==> src/rtl/multicycle_controller.sv <==
// Multicycle RV32I control FSM: decodes IR fields and sequences the shared memory port,
// PC, IR and register-file strobes. Define MCCTRL_TIMEOUT_EN to add the memory wait timeout.
module multicycle_controller #(
  parameter int TIMEOUT_CYCLES = 255
) (
  input  logic        clk,
  input  logic        rst_n,
  input  logic [6:0]  opcode,
  input  logic [2:0]  funct3,
  input  logic [6:0]  funct7,
  input  logic        mem_ready,
  input  logic        branch_taken,
  output logic        mem_req,
  output logic        mem_we,
  output logic        iord,
  output logic        ir_write,
  output logic        pc_write,
  output logic [1:0]  pc_src,
  output logic [1:0]  alu_src,
  output logic [3:0]  alu_op,
  output logic        reg_write,
  output logic        mem_to_reg,
  output logic        illegal,
  output logic        bus_err,
  output logic [31:0] instret,
  output logic [2:0]  state
);
  typedef enum logic [2:0] {
    FETCH = 3'd0, DECODE = 3'd1, EXEC = 3'd2, MEM = 3'd3, WB = 3'd4, TRAP = 3'd5
  } state_t;

  localparam logic [6:0] OP_R     = 7'b0110011;
  localparam logic [6:0] OP_I     = 7'b0010011;
  localparam logic [6:0] OP_LD    = 7'b0000011;
  localparam logic [6:0] OP_ST    = 7'b0100011;
  localparam logic [6:0] OP_BR    = 7'b1100011;
  localparam logic [6:0] OP_JAL   = 7'b1101111;
  localparam logic [6:0] OP_JALR  = 7'b1100111;
  localparam logic [6:0] OP_LUI   = 7'b0110111;
  localparam logic [6:0] OP_AUIPC = 7'b0010111;

  localparam logic [3:0] ALU_ADD = 4'b0000, ALU_SUB = 4'b0001, ALU_AND = 4'b0010,
                         ALU_OR  = 4'b0011, ALU_XOR = 4'b0100, ALU_SLL = 4'b0101,
                         ALU_SRL = 4'b0110, ALU_SRA = 4'b0111, ALU_SLT = 4'b1000,
                         ALU_SLTU = 4'b1001, ALU_LUI = 4'b1010, ALU_AUIPC = 4'b1011;

  state_t      st;
  logic [6:0]  op_q;
  logic [2:0]  f3_q;
  logic [6:0]  f7_q;
  logic [31:0] instret_q;
  logic        illegal_q;
  logic        bus_err_q;
  logic        supported;
  logic        timeout;
  logic [3:0]  exec_op;
  logic [1:0]  exec_src;

`ifdef MCCTRL_TIMEOUT_EN
  localparam logic [7:0] TO_LAST = 8'(TIMEOUT_CYCLES - 1);
  logic [7:0] wait_cnt;
  // The cycle that would make the count reach the limit traps, unless mem_ready arrives.
  assign timeout = mem_req && !mem_ready && (wait_cnt == TO_LAST);
`else
  assign timeout = 1'b0;
`endif

  always_comb begin
    supported = 1'b0;
    case (opcode)
      OP_R, OP_I, OP_LD, OP_ST, OP_BR, OP_JAL, OP_JALR, OP_LUI, OP_AUIPC: supported = 1'b1;
      default: ;
    endcase
  end

  // ALU control for EXEC, from the fields latched in DECODE
  always_comb begin
    exec_op  = ALU_ADD;
    exec_src = 2'b00;
    case (op_q)
      OP_R: begin
        case ({f7_q, f3_q})
          {7'b0000000, 3'b000}: exec_op = ALU_ADD;
          {7'b0100000, 3'b000}: exec_op = ALU_SUB;
          {7'b0000000, 3'b001}: exec_op = ALU_SLL;
          {7'b0000000, 3'b010}: exec_op = ALU_SLT;
          {7'b0000000, 3'b011}: exec_op = ALU_SLTU;
          {7'b0000000, 3'b100}: exec_op = ALU_XOR;
          {7'b0000000, 3'b101}: exec_op = ALU_SRL;
          {7'b0100000, 3'b101}: exec_op = ALU_SRA;
          {7'b0000000, 3'b110}: exec_op = ALU_OR;
          {7'b0000000, 3'b111}: exec_op = ALU_AND;
          default:              exec_op = ALU_ADD;
        endcase
      end
      OP_I: begin
        exec_src = 2'b01;
        case (f3_q)
          3'b000:  exec_op = ALU_ADD;
          3'b001:  exec_op = ALU_SLL;
          3'b010:  exec_op = ALU_SLT;
          3'b011:  exec_op = ALU_SLTU;
          3'b100:  exec_op = ALU_XOR;
          3'b101:  exec_op = (f7_q == 7'd0) ? ALU_SRL : ALU_SRA;
          3'b110:  exec_op = ALU_OR;
          default: exec_op = ALU_AND;
        endcase
      end
      OP_LD, OP_ST, OP_JALR: exec_src = 2'b01;
      OP_LUI:   begin exec_src = 2'b10; exec_op = ALU_LUI;   end
      OP_AUIPC: begin exec_src = 2'b10; exec_op = ALU_AUIPC; end
      OP_BR:    exec_op = ALU_SUB;
      default: ;
    endcase
  end

  always_comb begin
    mem_req    = 1'b0;
    mem_we     = 1'b0;
    iord       = 1'b0;
    ir_write   = 1'b0;
    pc_write   = 1'b0;
    pc_src     = 2'b00;
    alu_src    = 2'b00;
    alu_op     = ALU_ADD;
    reg_write  = 1'b0;
    mem_to_reg = 1'b0;
    if (rst_n) begin
      case (st)
        FETCH: begin
          mem_req = 1'b1;
          if (mem_ready) begin
            ir_write = 1'b1;
            pc_write = 1'b1;
          end
        end
        EXEC: begin
          alu_op  = exec_op;
          alu_src = exec_src;
          case (op_q)
            OP_BR:   begin pc_write = branch_taken; pc_src = 2'b01; end
            OP_JAL:  begin pc_write = 1'b1;         pc_src = 2'b01; end
            OP_JALR: begin pc_write = 1'b1;         pc_src = 2'b10; end
            default: ;
          endcase
        end
        MEM: begin
          mem_req = 1'b1;
          iord    = 1'b1;
          mem_we  = (op_q == OP_ST);
          alu_src = 2'b01;
        end
        WB: begin
          reg_write  = 1'b1;
          mem_to_reg = (op_q == OP_LD);
        end
        default: ;
      endcase
    end
  end

  always_ff @(posedge clk) begin
    if (!rst_n) begin
      st        <= FETCH;
      op_q      <= 7'd0;
      f3_q      <= 3'd0;
      f7_q      <= 7'd0;
      instret_q <= 32'd0;
      illegal_q <= 1'b0;
      bus_err_q <= 1'b0;
`ifdef MCCTRL_TIMEOUT_EN
      wait_cnt  <= 8'd0;
`endif
    end else begin
`ifdef MCCTRL_TIMEOUT_EN
      wait_cnt <= (mem_req && !mem_ready) ? wait_cnt + 8'd1 : 8'd0;
`endif
      case (st)
        FETCH: begin
          if (mem_ready) st <= DECODE;
          else if (timeout) begin
            st        <= TRAP;
            bus_err_q <= 1'b1;
          end
        end
        DECODE: begin
          op_q <= opcode;
          f3_q <= funct3;
          f7_q <= funct7;
          if (supported) st <= EXEC;
          else begin
            st        <= TRAP;
            illegal_q <= 1'b1;
          end
        end
        EXEC: begin
          case (op_q)
            OP_BR: begin
              st        <= FETCH;
              instret_q <= instret_q + 32'd1;
            end
            OP_LD, OP_ST: st <= MEM;
            default:      st <= WB;
          endcase
        end
        MEM: begin
          if (mem_ready) begin
            if (op_q == OP_ST) begin
              st        <= FETCH;
              instret_q <= instret_q + 32'd1;
            end else st <= WB;
          end else if (timeout) begin
            st        <= TRAP;
            bus_err_q <= 1'b1;
          end
        end
        WB: begin
          st        <= FETCH;
          instret_q <= instret_q + 32'd1;
        end
        TRAP:    st <= TRAP;
        default: st <= TRAP;
      endcase
    end
  end

  assign illegal = illegal_q;
  assign bus_err = bus_err_q;
  assign instret = instret_q;
  assign state   = st;
endmodule

==> config.mk <==
export PLATFORM = sky130hd
export DESIGN_NAME = multicycle_controller
export DESIGN_NICKNAME = d
export VERILOG_FILES = /design/src/rtl/multicycle_controller.sv
export SDC_FILE = /design/constraint.sdc
export NUM_CORES = 1
export LEC_CHECK = 0
export ABC_CLOCK_PERIOD_IN_PS = 1700
export CORE_ASPECT_RATIO = 0.8
export CORE_MARGIN = 4
export CORE_UTILIZATION = 44
export CTS_BUF_LIST = sky130_fd_sc_hd__clkbuf_16
export CTS_CLUSTER_SIZE = 24
export DETAILED_ROUTE_END_ITERATION = 12
export MAX_ROUTING_LAYER = met4
export PLACE_DENSITY = 0.87
export REMOVE_ABC_BUFFERS = 1
export SYNTH_ARGS = -nofsm -noshare
export SYNTH_HDL_FRONTEND = slang
export SYNTH_SLANG_ARGS = --single-unit
==> constraint.sdc <==
create_clock -name clk -period 1.7 [get_ports clk]
set_input_delay 0.17 -clock clk [delete_from_list [all_inputs] [get_ports clk]]
set_output_delay 0.17 -clock clk [all_outputs]
set_load 0.03 [all_outputs]
==> results.md, run 1 <==
- The run finished, with violations left.
- The checks that failed: setup timing.
- The buffer type at the clock tree root is sky130_fd_sc_hd__clkbuf_16.
- The final clock period utilization by the worst path is 1.37.
- Ranked by total cell area, the synthesized netlist is headed by sky130_fd_sc_hd__dfxtp_1 37%, sky130_fd_sc_hd__nand2_1 7.9%, sky130_fd_sc_hd__a21oi_1 6.9%.
- The average cell area after synthesis is ~7.8 µm².
- The wire-length estimate of the detail-placed layout is 6440 µm.
- The nature of the critical path endpoint is a primary output.
- The data required time at the worst endpoint is ~1500 ps.
- In this run the static leakage power is 1.84 nW.
- The antenna cell count is 0.
- The worst setup path is of the reg2out kind.
- In this run, the number of DRC markers left after iteration 0 of detailed routing was roughly 610.
- The maximum clock insertion buffer count is 2.
- For this run, the number of standard cells in the final layout without fillers is 598.
- The signal on the critical path passes through or4_4 > or3_4 > o21ai_2 > nand4b_1 > a21oi_2 > buf_6.
- Counting flops with an async set or reset pin after synthesis yields a share of 0.
- The final antenna-violating net count is 0.
- The startpoint identified for the worst register-to-register timing path is op_q[4]$_SDFFE_PN0N_.
- The number of flops mapped to enable cells by yosys is 0.
- The netlist uses 53 different library cells.
- The largest delay contributor family on the critical path is simple AND/OR/NAND/NOR gates.
- Clock latency on the worst-skew pair, taken at its later pin, is 300 ps.
- The slowest stage cell on the critical path is sky130_fd_sc_hd__or4_4.
- The area used by sequential logic in the layout is 1070 µm².
- From left edge to right edge, the die measures between 90 and 100 µm.
- The most used flip-flop cell after synthesis is sky130_fd_sc_hd__dfxtp_1.
- STA classifies the critical path startpoint as a flop.
- Once placement finished, the instance area stood at 4020 µm².
- The number of placement rows is 26.
- The filler cell count is about 330.
- The deepest level of the CTS H-tree is 2.
- For this run, the register share of the synthesized area comes to 0.368.
- The height of the die is 80.4 µm.
- The first TritonRoute pass finished after 6 iterations.
- Between clock sinks in the finished design, the worst skew comes to 13.6 ps.
- The dominant cell by count in the synthesized netlist is sky130_fd_sc_hd__nand2_1.
- The detailed router placed about 4,000 vias in this run.
- The number of buffers added to fix hold violations after cts is 0.
- Setup repair after global routing could not meet its margin everywhere.
- The number of buffers and inverters on the critical path is 1.
- The timing-limited maximum frequency is 430 MHz.
- The synthesized flop and latch total is 53.
- The routed length per placed instance is 24.6 µm.
- For the worst setup path, the data arrival time is between 2000 and 2500 ps.
- The total count of hold-check failures in the final report came to 0.
- At the end of the flow, the number of nets in the layout was 536.
- Of the cells placed in the final design, the portion with a size suffix greater than 1 is 0.368.
- The number of global-route vias before repair came to ~3,500.
- At the pin with the least slew margin, the transition time is 603 ps.
- The max-slew headroom at the worst pin is 0.597.
- VDD sags by at most 0.484 mV.
- The worst path setup slack after routing is -627 ps.
- Counting every sink on the clock net gives 53.
- Counting every instance in the synthesized netlist gives 371.
- The number of CTS-inserted buffers is 5.
- The number of failing setup endpoints in the final timing report is 46.
- Counting I/O delays and the setup requirement, the final critical path takes 2330 ps.
- For this run, the slowest stage of the critical path takes 580 ps.
- The path class of the tightest hold or removal check is in2reg.
- The count of maximum capacitance violations is 0.
- In this run the power density over the cells is around 670 nW/µm².
- Clock-pin slew was measured on the worst setup and hold paths at 80 ps.
- The minimum setup slack among reg-to-reg paths is -410 ps.
- Once layout is done, the placed cells without fillers occupy between 5000 and 6000 µm².
- Of the post-synthesis cell area, the dominant cell type holds 0.368.
- In the global route stage, overall resource usage came out at 0.287.
- The critical path starts at f7_q[6]$_SDFFE_PN0N_.
- The layout overhead on the synthesized area is 76.1%.
- The initial antenna violation count is 0.
- The worst hold path begins at rst_n.
- The biggest area consumer among synthesized cells is sky130_fd_sc_hd__dfxtp_1.
- The starting density of the core is 0.452.
- The first global-routing pass estimated 17,900 µm of wire.
- The top fanout value on the critical path is 3.
- The final number of max-transition violations is 0.
- The area of the core is 6380 µm².
- The via count normalized by instance count is 6.69.
- At the end of routability-driven placement, the weighted congestion stood at slightly above 0.9.
- 73 I/O pins were placed.
- The die covers about 7900 µm².
- The total length of routed wires is around 15,000 µm.
- The cell total after placement is approximately 560.
- For this run, design rule violations remaining after detail routing come to 0.
- The Yosys warning count is 0.
- Summing all multi-input logic gate instances after layout gives 2240 µm².
- Entering global routing, the biggest net connects 20 pins.
- In the synthesized netlist, the cells that appear most often are 61 x sky130_fd_sc_hd__nand2_1, 53 x sky130_fd_sc_hd__dfxtp_1, 40 x sky130_fd_sc_hd__a21oi_1, 31 x sky130_fd_sc_hd__nor2_1, 19 x sky130_fd_sc_hd__o21ai_0.
- The CTS tree is yes.
- After synthesis the cells add up to 2880 µm².
- The number of buffers added on ports is 71.
- Summed over all layers, the global routing overflow is 0.
## registers in the layout, summed over array words and instances (netlist names)
name     flops
f3_q         3
f7_q         7
illegal      1
instret     32
op_q         7
state        3
## routing by layer
layer | wire length, µm | share of wire | global-route usage
met5 | 0 | 0 | -
met3 | 1700 | 0.12 | 0.0443
met2 | 6630 | 0.45 | 0.482
met1 | 5340 | 0.36 | 0.340
met4 | 1030 | 0.070 | 0.136
## final timing paths
path / depth (start not counted) / endpoint
setup / recovery: 6 / alu_op[3]
hold / removal: 4 / state[1]$_SDFFE_PN0P_
setup reg to reg: 7 / instret[23]$_SDFFE_PN0P_
hold reg to reg: 2 / f7_q[2]$_SDFFE_PN0N_
## area by class of cell
| cell class | instances | share of cell area |
|---|---|---|
| Multi-Input combinational cell | 285 | 0.442 |
| Clock inverter | 2 | 0.00690 |
| Tap cell | 84 | 0.0207 |
| Inverter | 16 | 0.0123 |
| Clock buffer | 5 | 0.0246 |
| Sequential cell | 53 | 0.212 |
| Timing Repair Buffer | 153 | 0.282 |
## worst min-delay path: stages
cell,delay (ps)
sky130_fd_sc_hd__dlymetal6s2s_1,170
sky130_fd_sc_hd__buf_6,180
sky130_fd_sc_hd__nand2_4,110
sky130_fd_sc_hd__a211oi_1,50
## repair_timing
item / CTS / global route
endpoints found under the setup margin: 42 / 67
gates resized for setup: 71 / 90
pin swaps: 13 / 44
gates cloned: 1 / 2
buffers inserted: 9 / 18
## placed cells by master (no fill, tap or decap), types with 3 or more instances in the layout
| master | instances |
|---|---|
| sky130_fd_sc_hd__xnor2_2 | 3 |
| sky130_fd_sc_hd__a31oi_1 | 3 |
| sky130_fd_sc_hd__nand2_4 | 3 |
| sky130_fd_sc_hd__a21oi_2 | 9 |
| sky130_fd_sc_hd__buf_6 | 27 |
| sky130_fd_sc_hd__o21ai_0 | 8 |
| sky130_fd_sc_hd__nor2_4 | 4 |
| sky130_fd_sc_hd__a211oi_4 | 3 |
| sky130_fd_sc_hd__mux2i_1 | 5 |
| sky130_fd_sc_hd__a21oi_1 | 29 |
| sky130_fd_sc_hd__nand2_1 | 53 |
| sky130_fd_sc_hd__nor2b_1 | 3 |
| sky130_fd_sc_hd__inv_1 | 14 |
| sky130_fd_sc_hd__and3_1 | 7 |
| sky130_fd_sc_hd__a21oi_4 | 3 |
| sky130_fd_sc_hd__nand4_1 | 4 |
| sky130_fd_sc_hd__nor2b_4 | 3 |
| sky130_fd_sc_hd__clkbuf_16 | 5 |
| sky130_fd_sc_hd__nor2_1 | 26 |
| sky130_fd_sc_hd__xor2_1 | 6 |
| sky130_fd_sc_hd__nor4_4 | 4 |
| sky130_fd_sc_hd__nand3_1 | 12 |
| sky130_fd_sc_hd__and2_1 | 4 |
| sky130_fd_sc_hd__nor3_4 | 4 |
| sky130_fd_sc_hd__or3_1 | 7 |
| sky130_fd_sc_hd__buf_4 | 66 |
| sky130_fd_sc_hd__a2111oi_4 | 5 |
| sky130_fd_sc_hd__xnor2_1 | 11 |
| sky130_fd_sc_hd__or3_4 | 3 |
| sky130_fd_sc_hd__dfxtp_2 | 5 |
| sky130_fd_sc_hd__nand2_2 | 5 |
| sky130_fd_sc_hd__o2111ai_4 | 5 |
| sky130_fd_sc_hd__o21ai_1 | 8 |
| sky130_fd_sc_hd__nand2b_1 | 4 |
| sky130_fd_sc_hd__dfxtp_1 | 46 |
| sky130_fd_sc_hd__clkdlybuf4s50_1 | 52 |
| sky130_fd_sc_hd__o211ai_1 | 3 |
| sky130_fd_sc_hd__o21ai_2 | 4 |
## cells by family after synthesis
logic type,synth area share
buffers and inverters,0.0508
flip-flops,0.368
adder cells (fa/ha/maj),0.00781
XOR/XNOR,0.0607
AO/OA/AOI/OAI,0.204
other,0.00130
AND/OR/NAND/NOR,0.282
multiplexers,0.0252
## metrics by stage
step                      hold WS (ps)  worst slack [ps]  setup TNS, ps  power, mW   util
after floorplan                    292              -816         -14540       1.65      -
after global placement             440              -390          -9310       1.92  0.631
after detailed placement           452              -499         -10460       1.95  0.631
after CTS                          425              -542          -7330       3.14  0.708
after global routing               419              -684         -13990       3.47  0.796
final                              408              -627         -11970       3.41  0.796
## where the power goes
group / internal [mW] / switching (mW) / leakage [nW]
registers: 1.29 / 0.0656 / 0.433
clock network: 0.686 / 0.482 / 0.0797
logic: 0.369 / 0.513 / 1.33
Power figures use the tool's default switching activity.
==> inputs of run 2 (changes only) <==
RECOVER_POWER = 100   (was not set)
REMOVE_ABC_BUFFERS = not set   (was 1)
==> run 2 against run 1 <==
Against the previous run: the run still ends with setup timing left; register-to-register slack better by 80 ps; total power is 7.2% lower; clock-buffer cell count stayed put; sequential share of layout area is 0.50 points higher; final cell count stayed put; global-route usage is 0.44 points lower; wire length is 13% lower; critical path depth is 1 higher; sequential power hardly changed; utilization is 0.77 points lower; maximum frequency is 1.4% lower.
==> results.md, run 2 (synthesized netlist as in run 1, its figures left out) <==
- The later-pin clock latency in the skew report is 300 ps.
- Setup violations remaining at the end of the flow were counted as a little over 50.
- The floorplan has 26 rows.
- Hold repair after CTS inserted 0 buffers.
- Summing internal, switching and leakage power gives 3.16 mW.
- The worst setup path is of the reg2out kind.
- The number of buffers and inverters on the critical path is 2.
- In this run the remaining antenna-violating nets after routing total 0.
- Setup repair after global routing could not meet its margin everywhere.
- The worst setup path is captured at a primary output.
- The clock passes through at most 2 buffers.
- The net count of the finished layout is 534.
- The static leakage power is 1.85 nW.
- CTS placed an instance of sky130_fd_sc_hd__clkbuf_16 at the clock tree root.
- The wire-length estimate of the detail-placed layout is 6470 µm.
- The worst min-delay path category is in2reg.
- The library cell used most frequently in the layout, excluding fill and tap cells, is sky130_fd_sc_hd__nand2_1.
- The total count of hold-check failures in the final report is 0.
- On the critical path the largest part of the delay comes from simple AND/OR/NAND/NOR gates.
- The iteration-0 DRC count of the detailed router is 382.
- The overall overflow remaining after global route is 0.
- The worst path setup slack after routing is -660 ps.
- The total power density per cell area is approximately 630 nW/µm².
- The clock transition at the registers of the reported paths is 70 ps.
- The peak ir drop on the vdd network is 0.429 mV.
- The cell area after layout is 5030 µm².
- The starting density of the core is 0.452.
- In this design, the stage delay of the slowest critical-path cell is roughly 550 ps.
- The worst-case hold slack is roughly 440 ps.
- The maximum number of pins on one net before global-route repair is 19.
- Static timing analysis puts the maximum clock frequency at 424 MHz.
- The count of maximum capacitance violations is 0.
- The region available for standard cell placement spans 6380 µm².
- In the final layout, the share of cells above drive strength 1 is 0.386.
- The element type at the critical path start is a flop.
- The pre-antenna-repair detailed-routing pass consisted of 5 iterations.
- The cell repeated most along the worst path is sky130_fd_sc_hd__nor3_4.
- The initial antenna violation count is 1.
- The full die area is 7920 µm².
- The final number of max-transition violations came to 0.
- Of the available clock period, the critical path in the final layout requires 1.39.
- Once placement finished, the instance area stood at roughly 4300 µm².
- The via count is 3,710.
- The signal on the critical path passes through or4_4 > buf_4 > nor3_4 > o21ai_1 > a211o_1 > nor3_4 > buf_6.
- The number of CTS-inserted buffers is 5.
- The number of global-route vias before repair was 3,452.
- CTS built an H-tree with a depth of 2.
- The height of the die is 80.4 µm.
- The via count normalized by instance count is around 6.2.
- The number of remaining DRC errors is 0.
- TritonCTS built the clock tree.
- In this run the worst path has a maximum fanout of 2.
- For flop-to-flop paths, the worst setup slack is -330 ps.
- The first global-routing pass estimated approximately 18,000 µm of wire.
- The total length of routed wires is 12,800 µm.
- The die extent in x is 98.5 µm.
- The smallest clock period supported by the final layout is computed as 2360 ps.
- The congestion estimate from routability-driven global placement came to 0.875.
- For the final database, setup skew stands at roughly 9 ps.
- The signal arrival time at the worst endpoint is 2190 ps.
- On the critical path, the stage with the largest delay is an instance of sky130_fd_sc_hd__or4_4.
- When the netlist entered floorplanning its net count stood at 393.
- Port buffering added 71 buffers.
- Compared with the post-synthesis result, the final layout area differs by 74.4%.
- In the layout the commonest cells are 54 x sky130_fd_sc_hd__nand2_1, 50 x sky130_fd_sc_hd__buf_4, 36 x sky130_fd_sc_hd__dfxtp_1.
- The data required time at the worst endpoint is 1530 ps.
- For this design, the sink count on the clock tree is between 50 and 60.
- In the global route stage, overall resource usage came out at 0.282.
- The final reports fail on setup timing.
- The routed length per placed instance is 21.4 µm.
- The flip-flop count of the largest register after layout is 32.
- The number of top-level pins is 73.
- The flow ran to the end, but the final reports show violations.
## run 2: cell types whose count changed in the layout (fill, tap and decap cells not counted), moves of 6 or more
cell,change
sky130_fd_sc_hd__clkdlybuf4s50_1,-17
sky130_fd_sc_hd__buf_4,-16
sky130_fd_sc_hd__dlygate4sd3_1,+19
sky130_fd_sc_hd__clkbuf_2,+6
sky130_fd_sc_hd__dfxtp_1,-10
sky130_fd_sc_hd__dfxtp_2,+9
## run 2: worst reg2reg max path: stages, from the launching register on
cell and delay [ps]:
sky130_fd_sc_hd__dfxtp_1 360, sky130_fd_sc_hd__nor4b_4 300, sky130_fd_sc_hd__buf_4 180, sky130_fd_sc_hd__o2111a_2 290, sky130_fd_sc_hd__buf_4 150, sky130_fd_sc_hd__o2111ai_4 160, sky130_fd_sc_hd__or3_1 360, sky130_fd_sc_hd__a21oi_1 160
## run 2: layout make-up
cell class,count,area (µm²)
well taps,84,105
diodes,1,2.50
fillers,370,1350
clock inverters,3,13.8
clock buffers,5,125
inverters,16,66.3
repair buffers,152,1420
flip-flops and latches,53,1090
multi-input cells,284,2210
## run 2: final timing paths
path | to | from | cells past startpoint
worst max-delay path | alu_op[2] | f7_q[6]$_SDFFE_PN0N_ | 7
worst min-delay path | f7_q[6]$_SDFFE_PN0N_ | funct7[6] | 3
worst max register to register | instret[24]$_SDFFE_PN0P_ | op_q[2]$_SDFFE_PN0N_ | 7
worst min register to register | instret[31]$_SDFFE_PN0P_ | instret[31]$_SDFFE_PN0P_ | 2
## run 2: where the power goes
| part | total, mW | internal, mW | switching (mW) |
|---|---|---|---|
| clock network | 1.01 | 0.537 | 0.475 |
| logic | 0.779 | 0.334 | 0.445 |
| registers | 1.37 | 1.29 | 0.0764 |
## run 2: per-stage QoR
step	instances	util	setup slack [ps]	setup TNS, ps
2_1_floorplan	371	-	-166	-2540
3_3_place_gp	560	0.672	-259	-5670
3_5_place_dp	560	0.672	-318	-6690
4_1_cts	581	0.745	-574	-3620
5_1_grt	598	0.789	-670	-13170
6_report	598	0.789	-660	-9580
## run 2: routing by layer
layer,up-vias,share of wire,track usage
met5,-,0,-
met4,0,0.056,0.150
met3,77,0.091,0.0512
met2,293,0.47,0.464
met1,1744,0.39,0.332
li1,1596,-,-
## run 2: what timing repair did
action / CTS / global route
gates resized for setup: 58 / 57
gates cloned: 2 / 0
setup endpoints to repair: 38 / 44
buffers inserted: 14 / 17
pin swaps: 27 / 34
